--- src/rtl/pad_loader.sv ---
// Zero-padded frame loader: fills the interior of an (N+2)x(N+2) pixel
// matrix in raster order and hands each complete frame to the consumer.
module pad_loader #(
    parameter int PW = 8,
    parameter int N  = 9
) (
    input  logic                      clk,
    input  logic                      rst,
    input  logic [PW-1:0]             pix_in,
    input  logic                      pix_valid,
    input  logic                      pix_sof,
    output logic                      pix_ready,
    output logic [(N+2)*(N+2)*PW-1:0] matrix,
    output logic                      values,
    output logic                      frame_valid,
    input  logic                      mat_ack,
    output logic                      sof_err
);

    localparam int S  = N + 2;
    localparam int CW = (N > 1) ? $clog2(N) : 1;
    localparam int NN = N * N;
    localparam int AW = (NN > 1) ? $clog2(NN) : 1;
    localparam logic [CW-1:0] LAST = CW'(N - 1);

    typedef enum logic {
        LOAD,
        HOLD
    } state_t;

    state_t         state_q, state_d;
    logic [CW-1:0]  r_q, r_d;
    logic [CW-1:0]  c_q, c_d;
    logic           values_q, values_d;
    logic           fv_q, fv_d;
    logic           err_q, err_d;
    logic [PW-1:0]  mem_q [NN];

    logic           accept;
    logic           at_origin;
    logic           last;
    logic [CW-1:0]  wr_r;
    logic [CW-1:0]  wr_c;
    logic [AW-1:0]  wr_idx;

    // A start-of-frame pixel always lands at the first interior slot.
    always_comb begin
        accept    = pix_valid && (state_q == LOAD);
        at_origin = (r_q == '0) && (c_q == '0);
        wr_r      = pix_sof ? '0 : r_q;
        wr_c      = pix_sof ? '0 : c_q;
        last      = (wr_r == LAST) && (wr_c == LAST);
        wr_idx    = AW'(wr_r) * AW'(N) + AW'(wr_c);
    end

    always_comb begin
        state_d  = state_q;
        r_d      = r_q;
        c_d      = c_q;
        values_d = 1'b0;
        fv_d     = fv_q;
        err_d    = err_q;
        unique case (state_q)
            LOAD: begin
                if (accept) begin
                    if (pix_sof != at_origin) begin
                        err_d = 1'b1;
                    end
                    if (last) begin
                        state_d  = HOLD;
                        r_d      = '0;
                        c_d      = '0;
                        values_d = 1'b1;
                        fv_d     = 1'b1;
                    end else if (wr_c == LAST) begin
                        r_d = wr_r + 1'b1;
                        c_d = '0;
                    end else begin
                        r_d = wr_r;
                        c_d = wr_c + 1'b1;
                    end
                end
            end
            HOLD: begin
                if (mat_ack) begin
                    state_d = LOAD;
                    fv_d    = 1'b0;
                end
            end
            default: state_d = LOAD;
        endcase
    end

    always_ff @(posedge clk or negedge rst) begin
        if (!rst) begin
            state_q  <= LOAD;
            r_q      <= '0;
            c_q      <= '0;
            values_q <= 1'b0;
            fv_q     <= 1'b0;
            err_q    <= 1'b0;
        end else begin
            state_q  <= state_d;
            r_q      <= r_d;
            c_q      <= c_d;
            values_q <= values_d;
            fv_q     <= fv_d;
            err_q    <= err_d;
        end
    end

    always_ff @(posedge clk or negedge rst) begin
        if (!rst) begin
            for (int i = 0; i < NN; i++) begin
                mem_q[i] <= '0;
            end
        end else begin
            for (int i = 0; i < NN; i++) begin
                if (accept && (wr_idx == AW'(i))) begin
                    mem_q[i] <= pix_in;
                end
            end
        end
    end

    // Border elements are constant zero; only the interior is stored.
    for (genvar rr = 0; rr < S; rr++) begin : g_row
        for (genvar cc = 0; cc < S; cc++) begin : g_col
            if (rr == 0 || rr == S - 1 || cc == 0 || cc == S - 1) begin : g_bd
                assign matrix[(rr*S+cc)*PW +: PW] = '0;
            end else begin : g_in
                assign matrix[(rr*S+cc)*PW +: PW] = mem_q[(rr-1)*N+(cc-1)];
            end
        end
    end

    assign pix_ready   = (state_q == LOAD);
    assign values      = values_q;
    assign frame_valid = fv_q;
    assign sof_err     = err_q;

endmodule

--- config.mk ---
export PLATFORM = sky130hd
export DESIGN_NAME = pad_loader
export DESIGN_NICKNAME = d
export VERILOG_FILES = /design/src/rtl/pad_loader.sv
export SDC_FILE = /design/constraint.sdc
export NUM_CORES = 1
export LEC_CHECK = 0
export ABC_AREA = 1
export ABC_CLOCK_PERIOD_IN_PS = 4700
export BUFFER_PORTS_ARGS = -buffer_cell sky130_fd_sc_hd__buf_2
export CAP_MARGIN = 25
export CORE_AREA = 2 2 381 383
export CTS_BUF_LIST = sky130_fd_sc_hd__clkbuf_16
export DETAILED_ROUTE_END_ITERATION = 12
export DIE_AREA = 0 0 383 385
export SLEW_MARGIN = 20
export SYNTH_ARGS = -nofsm -noshare
export SYNTH_HDL_FRONTEND = slang
export SYNTH_SLANG_ARGS = --single-unit
export TNS_END_PERCENT = 50
--- constraint.sdc ---
create_clock -name clk -period 4.7 [get_ports clk]
set_input_delay 0.47 -clock clk [delete_from_list [all_inputs] [get_ports clk]]
set_output_delay 0.47 -clock clk [all_outputs]
set_load 0.02 [all_outputs]
==> flow_summary.ini, run 1 <==
[yosys]
synth_compound_area_share_pct = 0.246
synth_fa_ha_area_share_pct = 0.394
yosys_register_bits = 660
avgSynthCellArea_sq_um = 8.78
synthCells = 3469
synth_area_sq_um = 30500
ys_warn_count = 0
synth-xor-area-share_pct = 0.140
synth_mux_area_share_pct = 0
synth_top_family_by_area = simple AND/OR/NAND/NOR gates
seq_area_frac_synth_pct = 54.2
synth-simple-area-share_pct = 32.5
synth_cell_types = 25

[grt]
grt_max_degree = 136
grtUsageTotal_pct = 16.7
grt_pass1_wl_um = 182000
grt_pass1_vias = 25549
antenna_found_initial = 4
grt_overflow = 0

[finish]
mostFrequentLayoutCells = 1358 x nand2_1, 660 x dfrtp_1, 655 x buf_2
layout_commonest_cell = nand2_1
area_delta_synth_final_pct = 23.4
fin_util_pct = 26.3
final_layout_size_suffix_gt1_share_pct = 23.1
finalNonFillerCells = 6026
num-nets-final = 4084

[clock_network]
cts-root-buf = clkbuf_16
h-tree-depth = 3
cts.sinks = 660
post_cts_buffers = 0
cts_buffers = 78
clk_pin_slew_ps = 60
cts_buffer_depth = 3
cts_tree = yes
clk_latency_ps = 680

[die]
die_h_um = 385
row_count = 139
core_sq_um = 143000
die-area_sq_um = 147000
pin_count = 985
start_util_pct = 21.3
die-width_um = 383

[critical_path]
critPathKind = flop to flop
max_stage_delay_ps = 490
critPathSlowestCell = buf_4
critPathArrivalTime_ps = 4540
startpoint = r_q[0]
crit_path_end_kind = flop
cp_max_fo = 46
path_cells = inv_2 -> nor2_1 -> inv_1 -> nor2_1 -> nor2_1 -> ha_1 -> ha_1 -> nand2_1 -> nand2_1 -> nand2_1 -> nand3_1 -> nand2_1 -> nand2_4 -> buf_4 -> nand3_1 -> nand2_1 -> nand2_1
cp-start-kind = flop
cp_top_family = simple AND/OR/NAND/NOR gates
r2r-start = r_q[0]
critPathMostFrequentCell = nand2_1
crit_buf_inv = 3
cp.required_ps = 5250

[sta]
clock_skew_ps = 15.9
postLayoutSetupSlackWorst_ps = 717
layout_min_cycle_time_ps = 3980
tightest_slew_ps = 1000
fin_crit_sh_pct = 84.7
hold_viol = 0
finalMaxSlewViolations = 0
max_slew_margin_pct = 33.1
rsz0062_at_grt = false
tns_ps = 0
finalSetupViolCount = 0
fmax_ghz = 0.251

[power_and_ir_drop]
p_leak_uw = 0.0216
ir_worst_vdd_mv = 0.296
p_per_area_nw_per_um2 = 390

[routing]
drt_iter0_drc = 2364
via_per_inst = 4.50
wirelength_um = 128000
post-route-drc-count = 0
ant_nets = 0
vias = 27089
wl_per_cell_um = 21.2
first_pass_iters = 5

[place]
pre_cts_slack_ps = 420
hpwl_um = 89800
port_buffers = 664
dp.cells = 5883
gp_congestion = 0.823

[worst_hold_path]
hp-class = input pin to flop
hold_start = pix_in[4]

[run_status]
outcome = finished clean

[run]
drv_cap = 0
==> sequential cells by signal (all words and copies together), names as in the netlist <==
name / flops
sof_err: 1
values: 1
state_q: 1
matrix: 648
c_q: 4
r_q: 4
frame_valid: 1
==> through the flow <==
| stage | hold slack, ps | area [sq um] | total power [uW] |
|---|---|---|---|
| 2_1_floorplan | 174 | 31700 | 7980 |
| 3_3_place_gp | 450 | 35100 | 8840 |
| 3_5_place_dp | 453 | 35100 | 8860 |
| 4_1_cts | 110 | 37600 | 14800 |
| 5_1_grt | 154 | 37600 | 15300 |
| 6_report | 185 | 37600 | 14600 |
==> worst reg2reg max path, stage by stage (launching register included) <==
cell and delay, ps:
dfrtp_1 370, inv_2 60, nor2_1 280, inv_1 150, nor2_1 170, nor2_1 80, ha_1 310, ha_1 400
nand2_1 80, nand2_1 100, nand2_1 100, nand3_1 110, nand2_1 90, nand2_4 380, buf_4 500, nand3_1 460
nand2_1 170, nand2_1 70
==> cell usage after synthesis <==
cell type | n | area, sq um
nand2_1 | 1360 | 5100
dfrtp_1 | 660 | 16500
nand4_1 | 636 | 3980
buf_4 | 322 | 2420
buf_2 | 164 | 821
nand3_1 | 97 | 485
clkbuf_1 | 87 | 327
buf_1 | 39 | 146
nor2_1 | 23 | 86.3
inv_1 | 19 | 71.3
nor2_2 | 12 | 75.1
nor2_4 | 9 | 101
ha_1 | 8 | 100
o21ai_0 | 6 | 30.0
inv_2 | 5 | 18.8
nand2_2 | 5 | 31.3
nand3_2 | 4 | 40.0
o22ai_1 | 3 | 18.8
xor2_1 | 3 | 26.3
a21oi_1 | 2 | 10.0
a21oi_2 | 1 | 8.76
conb_1 | 1 | 3.75
fa_1 | 1 | 20.0
o21bai_1 | 1 | 7.51
xnor2_2 | 1 | 16.3
==> final timing paths <==
kind                          endpoint  slack, ps  depth (start not counted)
setup reg to reg           matrix[298]        720                         17
setup / recovery           matrix[298]        720                         17
hold reg to reg            matrix[247]        460                          2
max in group asynchronous  matrix[824]       2950                          3
hold / removal             matrix[204]        190                          3
min in group asynchronous  matrix[372]        410                          2
==> routing by layer <==
layer  track usage, %  routed length (um)  share of wire, %
met5                0                   0                 0
met2             26.9               60000                47
met3             4.00               10400               8.1
met1             21.7               53400                42
met4             6.45                4210               3.3
==> what timing repair did <==
item,CTS,global route
setup endpoints to repair,0,0
resized for setup,0,0
hold buffers,2,0
hold endpoints to repair,63,0
==> layout make-up <==
class	instances	area, sq um
clock buffers	80	2000
clock inverters	60	443
flip-flops and latches	660	16500
repair buffers	806	4720
well taps	1903	2380
diodes	1	2.50
fillers	15495	106000
inverters	24	90.1
multi-input cells	2492	11400
==> cell families after synthesis <==
kind of cell | count (synthesis)
other cells | 1
fa+ha+maj | 9
xor+xnor | 4
buf+inv | 636
simple gates | 2146
compound gates | 13
flops | 660
==> power breakdown <==
part / switching [uW] / leakage (uW) / internal (uW) / total (uW)
clock network: 2580 / 0.00126 / 3320 / 5900
logic: 1790 / 0.0113 / 555 / 2340
registers: 275 / 0.00911 / 6130 / 6400
Power figures use the tool's default switching activity.
==> inputs of run 2 (changes only) <==
--- a/config.mk
+++ b/config.mk
@@ -6,13 +6,13 @@
 export NUM_CORES = 1
 export LEC_CHECK = 0
 export ABC_AREA = 1
-export ABC_CLOCK_PERIOD_IN_PS = 4700
+export ABC_CLOCK_PERIOD_IN_PS = 4050
 export BUFFER_PORTS_ARGS = -buffer_cell sky130_fd_sc_hd__buf_2
 export CAP_MARGIN = 25
-export CORE_AREA = 2 2 381 383
+export CORE_AREA = 2 2 384 386
 export CTS_BUF_LIST = sky130_fd_sc_hd__clkbuf_16
 export DETAILED_ROUTE_END_ITERATION = 12
-export DIE_AREA = 0 0 383 385
+export DIE_AREA = 0 0 386 388
 export SLEW_MARGIN = 20
 export SYNTH_ARGS = -nofsm -noshare
 export SYNTH_HDL_FRONTEND = slang
==> constraint.sdc (replaced) <==
create_clock -name clk -period 4.05 [get_ports clk]
set_input_delay 0.405 -clock clk [delete_from_list [all_inputs] [get_ports clk]]
set_output_delay 0.405 -clock clk [all_outputs]
set_load 0.02 [all_outputs]
==> run 2 against run 1 <==
  * Sequential share of layout area down 0.60 points
  * Maximum frequency grew 10%
  * Utilization barely moved
  * Critical path depth is 1 higher
==> flow_summary.ini, run 2 (same netlist as run 1, synthesis figures left out) <==
[run_status]
outcome = finished clean

[run]
drv_cap = 0

[critical_path]
r2r-start = r_q[0]
critPathSlowestCell = nand3_1
cp_max_fo = 51
rrSetupSlack_ps = 430
worstRegToRegCells = 18
cp.required_ps = 4580
cp-start-kind = flop
timing.rr.end = matrix[573]
critPathArrivalTime_ps = 4150
path_cells = inv_2 -> nor2_1 -> inv_1 -> nor2_1 -> nor2_1 -> ha_1 -> ha_1 -> nand2_1 -> nand2_1 -> nand2_1 -> nand3_1 -> nand2_1 -> nand2_4 -> buf_12 -> buf_12 -> nand3_1 -> nand2_1 -> nand2_1
max_stage_delay_ps = 560
cp_top_family = simple AND/OR/NAND/NOR gates
crit_path_end_kind = flop
critPathMostFrequentCell = nand2_1
critPathKind = flop to flop
crit_buf_inv = 4

[clock_network]
cts_buffer_depth = 3
cts_resized = 0
h-tree-depth = 3
cts_buffers = 77
cts-root-buf = clkbuf_16
clk_pin_slew_ps = 60
post_cts_buffers = 0
clk_latency_ps = 660
cts_tree = yes
cts.sinks = 660

[routing]
post-route-drc-count = 0
ant_nets = 0
drt_iter0_drc = 2165
vias = 27310
wl_per_cell_um = 21.2
first_pass_iters = 5
wirelength_um = 129000
via_per_inst = 4.50

[sta]
tns_ps = 0
hold_viol = 0
finalMaxSlewViolations = 0
layout_min_cycle_time_ps = 3620
finalSetupViolCount = 0
fin_crit_sh_pct = 89.3
rsz0062_at_grt = false
fmax_ghz = 0.276
clock_skew_ps = 25.5
max_slew_margin_pct = 37.2
tightest_slew_ps = 941

[grt]
antenna_found_initial = 4
grt_max_degree = 87
grt_pass1_vias = 25702
grt_overflow = 0
grt_pass1_wl_um = 183000
grtUsageTotal_pct = 16.5

[die]
start_util_pct = 21.0
pin_count = 985
core_sq_um = 145000
die_h_um = 388
die-area_sq_um = 150000
die-width_um = 386
row_count = 140

[place]
gp_congestion = 0.829
port_buffers = 664
hpwl_um = 90300
dp.cells = 5931

[power_and_ir_drop]
p_per_area_nw_per_um2 = 450
fin_total_pwr_uw = 17200
p_clk_share_pct = 40.4
ir_worst_vdd_mv = 0.328
p_leak_uw = 0.0219
seqPwrFrac_pct = 43.6
switchingPower_uw = 5470
power_frac_comb_pct = 16.0
p_sw_share_pct = 31.9
p_int_uw = 11700

[finish]
finalNonFillerCells = 6074
layout_commonest_cell = nand2_1
mostFrequentLayoutCells = 1358 x nand2_1, 660 x dfrtp_1, 655 x buf_2
largest_register_ffs = 648
final_layout_size_suffix_gt1_share_pct = 23.8
area_delta_synth_final_pct = 25.1
fillers = 15636
num-nets-final = 4117

[worst_hold_path]
hp-class = input pin to flop
hold_end = r_q[3]
worstHoldPathCells = 4
hold_start = pix_valid
==> run 2: cell count changes in the layout (fill, tap and decap cells not counted) <==
cell,previous run,this run
clkbuf_16,80,78
bufinv_16,4,6
clkinv_4,1,3
diode_2,1,3
clkinv_1,16,11
clkinv_8,2,0
inv_6,3,4
buf_12,24,42
clkinvlp_4,2,4
clkinv_2,14,12
inv_1,35,36
buf_4,124,140
inv_16,1,2
==> run 2: tightest hold or removal path, stage by stage <==
cell	delay, ps
buf_2	80
nand2_2	120
nand2_1	90
nand2_1	50
==> run 2: final cells by class <==
class                   count  area (sq um)  share of cell area (%)
flip-flops and latches    660         16500                    43.3
multi-input cells        2492         11400                    30.0
repair buffers            840          5200                    13.7
well taps                1917          2400                    6.30
clock buffers              78          1950                    5.12
clock inverters            60           507                    1.33
inverters                  24          90.1                   0.236
diodes                      3          7.51                  0.0197
==> run 2: power groups by stage <==
stage                     clock network (uW)  logic, uW  registers, uW
after floorplan                            0       1130           8130
after global placement                     0       2740           7580
after detailed placement                   0       2770           7580
after CTS                               7120       2770           7470
after global routing                    7370       2950           7520
final                                   6930       2740           7480
==> run 2: repair_timing <==
item,4_1_cts,5_1_grt
setup endpoints to repair,0,0
hold buffers,2,0
hold endpoints to repair,73,0
==> run 2: metrics by stage <==
stage / setup slack (ps) / instance area, sq um / hold WS, ps / utilization (%)
finish: 433 / 38100 / 119 / 26.2
global route: 69.2 / 38100 / 92.0 / 26.2
CTS: 319 / 38100 / 42.8 / 26.2
detailed placement: 47.7 / 35600 / 454 / 24.5
global placement: 185 / 35600 / 449 / 24.5
floorplan: 1060 / 31700 / 109 / -
==> run 2: worst max-delay path by stage <==
stage | end | from | depth (start not counted) | slack, ps
after global routing | matrix[573] | r_q[0] | 18 | 70
after floorplan | matrix[288] | pix_sof | 16 | 1060
final | matrix[573] | r_q[0] | 18 | 430
after global placement | matrix[758] | pix_sof | 14 | 190
after detailed placement | matrix[759] | pix_sof | 14 | 50
after CTS | matrix[759] | r_q[1] | 12 | 320
==> run 2: per-layer routing <==
layer	vias to the layer above	global-route usage, %	routed length [um]
li1	12288	-	-
met2	1360	27.1	61200
met3	242	3.69	9390
met5	-	0	12
met1	13418	20.9	52800
met4	2	6.46	5210
